===== src/rtl/rca_pipe.sv =====
// Pipelined ripple-carry adder/subtractor. Each stage ripples one SLICE-bit
// slice and hands its carry, the operands and the partial sum to the next stage.
module rca_pipe #(
  parameter int WIDTH  = 16,
  parameter int STAGES = 4
) (
  input  logic             clk,
  input  logic             rst_n,
  input  logic             in_valid,
  output logic             in_ready,
  input  logic [WIDTH-1:0] a,
  input  logic [WIDTH-1:0] b,
  input  logic             sub,
  input  logic             carry_in,
  output logic             out_valid,
  input  logic             out_ready,
  output logic [WIDTH-1:0] sum,
  output logic             carry_out,
  output logic             overflow
);

  localparam int SLICE = WIDTH / STAGES;

  logic             adv;
  logic             v_q [STAGES];
  logic             c_q [STAGES];
  logic [WIDTH-1:0] a_q [STAGES];
  logic [WIDTH-1:0] b_q [STAGES];
  logic [WIDTH-1:0] s_q [STAGES];
  logic             ov_q;

  // The whole pipe moves in lockstep: any empty or draining output lets it shift.
  assign adv      = !v_q[STAGES-1] || out_ready;
  assign in_ready = adv;

  genvar k;
  generate
    for (k = 0; k < STAGES; k++) begin : g_stage
      logic             src_v;
      logic             src_c;
      logic [WIDTH-1:0] src_a;
      logic [WIDTH-1:0] src_b;
      logic [WIDTH-1:0] src_s;
      logic [SLICE:0]   t;

      if (k == 0) begin : g_in
        // Subtract as a + ~b + ~borrow; carry_out then reads as "no borrow".
        assign src_v = in_valid;
        assign src_a = a;
        assign src_b = sub ? ~b : b;
        assign src_c = sub ^ carry_in;
        assign src_s = '0;
      end else begin : g_chain
        assign src_v = v_q[k-1];
        assign src_a = a_q[k-1];
        assign src_b = b_q[k-1];
        assign src_c = c_q[k-1];
        assign src_s = s_q[k-1];
      end

      assign t = {1'b0, src_a[k*SLICE +: SLICE]}
               + {1'b0, src_b[k*SLICE +: SLICE]}
               + {{SLICE{1'b0}}, src_c};

      always_ff @(posedge clk or negedge rst_n) begin
        if (!rst_n) begin
          v_q[k] <= 1'b0;
          c_q[k] <= 1'b0;
          a_q[k] <= '0;
          b_q[k] <= '0;
          s_q[k] <= '0;
        end else if (adv) begin
          v_q[k] <= src_v;
          c_q[k] <= t[SLICE];
          a_q[k] <= src_a;
          b_q[k] <= src_b;
          s_q[k] <= src_s;
          s_q[k][k*SLICE +: SLICE] <= t[SLICE-1:0];
        end
      end

      if (k == STAGES - 1) begin : g_flag
        // Carry into the MSB is recovered as a ^ b ^ sum at that bit.
        always_ff @(posedge clk or negedge rst_n) begin
          if (!rst_n) begin
            ov_q <= 1'b0;
          end else if (adv) begin
            ov_q <= src_a[WIDTH-1] ^ src_b[WIDTH-1] ^ t[SLICE-1] ^ t[SLICE];
          end
        end
      end
    end
  endgenerate

  assign out_valid = v_q[STAGES-1];
  assign sum       = s_q[STAGES-1];
  assign carry_out = c_q[STAGES-1];
  assign overflow  = ov_q;

endmodule

===== config.mk =====
export PLATFORM = sky130hd
export DESIGN_NAME = rca_pipe
export DESIGN_NICKNAME = d
export VERILOG_FILES = /design/src/rtl/rca_pipe.sv
export SDC_FILE = /design/constraint.sdc
export NUM_CORES = 1
export LEC_CHECK = 0
export BUFFER_PORTS_ARGS = -buffer_cell sky130_fd_sc_hd__buf_2
export CORE_UTILIZATION = 41
export CTS_BUF_LIST = sky130_fd_sc_hd__clkbuf_4
export CTS_CLUSTER_DIAMETER = 80
export DETAILED_ROUTE_END_ITERATION = 10
export HOLD_SLACK_MARGIN = 0.06
export PLACE_DENSITY = 0.6
export REMOVE_ABC_BUFFERS = 1
export SLEW_MARGIN = 10
export SYNTH_ARGS = -nofsm -noshare
export SYNTH_HDL_FRONTEND = slang
export SYNTH_SLANG_ARGS = --single-unit

===== constraint.sdc =====
create_clock -name clk -period 2.3 [get_ports clk]
set_input_delay 0.115 -clock clk [delete_from_list [all_inputs] [get_ports clk]]
set_output_delay 0.115 -clock clk [all_outputs]
set_load 0.005 [all_outputs]

# ---- Word level (Yosys, flattened, before mapping)
# Index checks and enable logic that the tools add are counted.
dict set report classes {
  mux 1
  bitwise_logic 5
  reduce_logical 2
  n_addsub 8
}
# op count
set ops {}
lappend ops {{4-bit by 4-bit adder with 5-bit output} 4}
lappend ops {{5-bit by 1-bit adder with 5-bit output} 4}
lappend ops {{16-bit 2-to-1 mux} 1}
lappend ops {{16-bit inverter} 1}
lappend ops {{1-bit bitwise XOR} 4}
lappend ops {{1-bit logical NOT} 1}
lappend ops {{1-bit logical OR} 1}
dict set report word_totals {
  in_bits 38
  register_bits 145
  output_inout_bits 20
}

# ---- Longest topological paths before layout
dict set report depth {
  depth_word 4
  depth_mapped 8
  depth_no_buf 6
}

# ---- Worst setup path before layout
# No wires, ideal clock.
dict set report synth_path {
  kind {register -> register}
  startpoint {register c_q (netlist bit g_stage[3].src_c)}
  endpoint {register ov_q (netlist: overflow)}
  required_time_ns 2.181
  stages_incl_launch_ff 7
  arrival_ns 1.808
  setup_ns 0.119
  n_path_buf 0
  path_slack_ns 0.374
  path_cell_list {dfrtp_1 fa_1 fa_1 a21o_1 a21oi_1 xnor2_1 o21ai_2}
}
dict set report synth_via {
  elab_chain_len 3
}
# element line
set synth_lines {}
lappend synth_lines {{from (decl)} 26} ;# logic c_q [STAGES];
lappend synth_lines {{from (signal, indexed assignment)} 74} ;# c_q[k] <= t[SLICE];
lappend synth_lines {{5-bit by 1-bit adder with 5-bit output *} 63} ;# + {{SLICE{1'b0}}, src_c};
lappend synth_lines {{1-bit bitwise XOR} 88} ;# ov_q <= src_a[WIDTH-1] ^ src_b[WIDTH-1] ^ t[SLICE-1] ^ t[SLICE];
lappend synth_lines {{1-bit bitwise XOR *} 88}
lappend synth_lines {{to (signal assigned)} 88}
lappend synth_lines {{to (decl)} 30} ;# logic ov_q;
# Mark *: on every way between the ends. The rest lies on a longest branch, timed or not.
# A chain may end at the register's enable or synchronous reset.

# ---- Final worst setup path
# Same ends and word-level chain as after synthesis.

==> results_tabular.tex <==
\begin{tabular}{lr}
\hline
Metric & Value \\
\hline
\multicolumn{2}{l}{\textbf{Clock tree}} \\
\quad Count of instances resized after the clock tree is built & 0 \\
\quad Clock latency at the later pin of the worst-skew pair & between 0.4 and 0.5 ns \\
\quad TritonCTS sink count & slightly below 100 \\
\quad Clk root buf & clkbuf\_4 \\
\quad Clock-pin slew on the worst setup and hold paths & 0.14 ns \\
\quad Number of buffers on the longest clock path & 2 \\
\quad Total CTS buffers & 9 \\
\quad CTS tree & done \\
\quad H-tree depth reported by CTS & 3 \\
\multicolumn{2}{l}{\textbf{Worst setup path}} \\
\quad CP Data Arrival Time & 2.36 ns \\
\quad CP delay by family, top & adder cells \\
\quad Critical path's slowest cell & fa\_1 \\
\quad Most frequent cell on the critical path & fa\_1 \\
\quad Setup Crit Path Kind & reg2reg \\
\quad Buffers \& Inverters on Critical Path & 0 \\
\quad Required arrival time at the worst endpoint & between 2 and 3 ns \\
\quad Crit path capture type & flop \\
\quad Delay of the slowest cell on the worst path & $\sim$0.47 ns \\
\quad Crit path max fanout & 2 \\
\quad Startpoint class of the critical path & flop \\
\quad CP Cell Sequence & fa\_1 -> fa\_1 -> a21o\_1 -> a21oi\_1 -> xnor2\_1 -> o21ai\_2 \\
\multicolumn{2}{l}{\textbf{Layout}} \\
\quad Number of nets in the finished design & $\sim$600 \\
\quad Sequential cell area & around 0.0024 mm\^{}2 \\
\quad Post-route insts no fill & between 600 and 700 \\
\quad Most frequent standard cell in the layout excluding fill and tap cells & nand2\_1 \\
\quad Share of layout cells above drive strength 1 & 15.0\% \\
\quad Top library cells by usage in the layout, fill and taps aside & 226 x nand2\_1, 97 x dfrtp\_1, 56 x buf\_2 \\
\quad Post-route core utilization & just over 50\% \\
\quad Antenna diode instance count & 0 \\
\quad Fill cell count & 948 \\
\quad Synth-to-Final Area Change & 19.5\% \\
\quad Total area of multi-input combinational cells & around 0.0017 mm\^{}2 \\
\multicolumn{2}{l}{\textbf{Yosys}} \\
\quad Count of warnings emitted by yosys & 0 \\
\quad Prevailing post-synth register cell & dfrtp\_1 \\
\quad Number of synthesized flops with an enable pin & 0 \\
\quad Proportion of synthesized chip area in sequential cells & between 50\% and 60\% \\
\quad Synth top area cells & dfrtp\_1 57\%, nand2\_1 20\%, fa\_1 3.7\% \\
\quad Number of distinct library cells after synthesis & 21 \\
\quad Post-synth top area cell & dfrtp\_1 \\
\quad Number of standard cells after synthesis & 450 \\
\quad Count of state elements after synthesis & 97 \\
\quad Top-area cell type share of the netlist area & between 50\% and 60\% \\
\quad Syn avg cell area & between 9 and 10 um\^{}2 \\
\quad Post-synth ARST share & 100\% \\
\quad Netlist area before placement & between 0.004 and 0.005 mm\^{}2 \\
\multicolumn{2}{l}{\textbf{Global route}} \\
\quad Wire length of the first global-routing pass & around 13 mm \\
\quad Global router's overall resource usage & $\sim$15\% \\
\quad Largest net degree at the start of global routing & around 110 \\
\quad Number of antenna violations at the first check in global routing & 0 \\
\quad Via count of the first global-routing pass & 3,014 \\
\quad Total gr overflow & 0 \\
\multicolumn{2}{l}{\textbf{Timing}} \\
\quad RSZ-0062 raised after global routing & no \\
\quad Number of setup violations in the final report & 0 \\
\quad Fin. Hold Viols & 0 \\
\quad Max-slew violation total from the final report & 0 \\
\quad Pin slew with the least headroom to its limit & 0.602 ns \\
\quad Max-slew headroom & between 50 and 60\% \\
\quad Final worst path period need & 2.05 ns \\
\quad Final clock period utilization by the worst path & between 80\% and 90\% \\
\quad Setup tns final & 0 ns \\
\quad FMAX & roughly 490 MHz \\
\quad Final Skew & roughly 0.012 ns \\
\multicolumn{2}{l}{\textbf{Die}} \\
\quad Core Box Area & around 0.01 mm\^{}2 \\
\quad Starting Density & a little over two fifths \\
\quad Die area & between 0.01 and 0.015 mm\^{}2 \\
\quad Number of placed I/O pins & 58 \\
\quad Height of the die & between 100 and 150 um \\
\quad Die X-Extent & roughly 100 um \\
\quad Std-Cell Rows & 36 \\
\multicolumn{2}{l}{\textbf{Routing}} \\
\quad Top Metal Used & met4 \\
\quad Router iterations before antenna repair & 4 \\
\quad Routed length per instance & $\sim$11 um \\
\quad Count of nets left with antenna violations after detail routing & 0 \\
\quad Routed wl met2 & between 3 and 4 mm \\
\quad Initial DRC Count & around 90 \\
\quad Total wire length after detailed routing & approximately 7.3 mm \\
\quad Wire length on met1 & 3.26 mm \\
\quad Sum of met3 wire segment lengths after detailed routing & 163 um \\
\quad Average via count per standard cell & approximately 4.5 \\
\quad Residual DRC count & 0 \\
\quad Number of vias after detailed routing & approximately 3,000 \\
\multicolumn{2}{l}{\textbf{Outcome}} \\
\quad Result of the run & complete, no violations \\
\multicolumn{2}{l}{\textbf{Job}} \\
\quad Count of max-cap constraint violations & 0 \\
\multicolumn{2}{l}{\textbf{Power}} \\
\quad Total Power Consumption & 6.05 mW \\
\quad Peak supply drop & 0.384 mV \\
\quad Cell leakage power & around 2.7 nW \\
\quad Power per cell area & approximately 1200 mW/mm\^{}2 \\
\multicolumn{2}{l}{\textbf{Placement}} \\
\quad GP Congestion & a little over 0.7 \\
\quad Detailed placer's ending HPWL & between 4 and 5 mm \\
\quad Total placed cells including tap cells & between 600 and 700 \\
\quad \# port buffers & 57 \\
\multicolumn{2}{l}{\textbf{Hold path}} \\
\quad Type of the tightest min-delay check & in2reg \\
\hline
\end{tabular}
==> layer usage <==
layer	vias up	global-route usage, %
met1	1429	17.9
met2	42	27.8
li1	1552	-
met4	0	6.43
met3	11	2.19
met5	-	0
==> Yosys cell counts (3+ instances only) <==
cell	number
buf_2	10
buf_4	3
xor2_1	9
fa_1	8
inv_1	4
clkbuf_1	3
xnor2_1	16
a21o_1	7
ha_1	12
nor2_1	7
dfrtp_1	97
a21oi_1	13
o21ai_0	22
buf_6	7
nand2_1	226
==> worst paths after layout <==
path | from | to | slack (ns) | depth (start not counted)
worst max-delay path | g_stage[3].src_c$_DFFE_PN0P_ | overflow$_DFFE_PN0P_ | 0.25 | 6
worst min-delay path | a[1] | g_stage[1].src_s[1]$_DFFE_PN0P_ | 0.1 | 4
worst max register to register | g_stage[3].src_c$_DFFE_PN0P_ | overflow$_DFFE_PN0P_ | 0.25 | 6
worst min register to register | g_stage[3].src_s[10]$_DFFE_PN0P_ | sum[10]$_DFFE_PN0P_ | 0.48 | 2
max in group asynchronous | rst_n | sum[2]$_DFFE_PN0P_ | 1.43 | 3
min in group asynchronous | rst_n | sum[15]$_DFFE_PN0P_ | 0.22 | 2
==> worst min-delay path, delay by kind of cell <==
kind                     cells  cell delay [ns]
buffers and inverters        1             0.11
AND/OR/NAND/NOR              2             0.12
adder cells (fa/ha/maj)      1             0.16
==> power breakdown <==
part / total (mW) / switching [mW] / internal [mW]
Sequential: 2.86 / 0.406 / 2.46
Combinational: 2.12 / 1.16 / 0.963
Clock: 1.07 / 0.531 / 0.540
==> metrics by stage <==
step	hold WS (ns)	cell area [um^2]	setup slack (ns)
global placement	0.162	4660	0.301
finish	0.0996	5110	0.250
floorplan	-0.181	4110	-1.64
CTS	0.0740	5110	0.237
global route	0.109	5110	0.104
detailed placement	0.170	4660	0.255
==> area by class of cell <==
cell class	instances	share of cell area (%)
Timing Repair Buffer	91	12.7
Sequential cell	97	47.5
Inverter	5	0.367
Clock inverter	7	2.13
Tap cell	133	3.26
Clock buffer	9	1.32
Multi-Input combinational cell	325	32.7
==> flip-flops by register name, summed over array words and instances (netlist names) <==
| register | cells |
|---|---|
| g_stage.src_b | 24 |
| g_stage.src_c | 3 |
| g_stage.src_s | 24 |
| overflow | 1 |
| carry_out | 1 |
| sum | 16 |
| g_stage.src_a | 24 |
| out_valid | 1 |
| g_stage.src_v | 3 |
==> repair_timing <==
| item | in CTS | in global routing |
|---|---|---|
| hold endpoints to repair | 70 | 0 |
| hold buffers | 27 | 0 |
| endpoints found under the setup margin | 0 | 0 |
| setup buffers | 0 | 0 |
==> logic make-up (layout without fill, tap and decap cells) <==
group	after synthesis	after routing	share of synthesized area [%]
simple gates	236	236	21.0
flops	97	97	56.8
compound gates	44	44	5.65
buf+inv	28	112	4.24
xor+xnor	25	25	5.12
fa+ha+maj	20	20	7.26
Note: power is estimated with default switching activity, not from simulation.
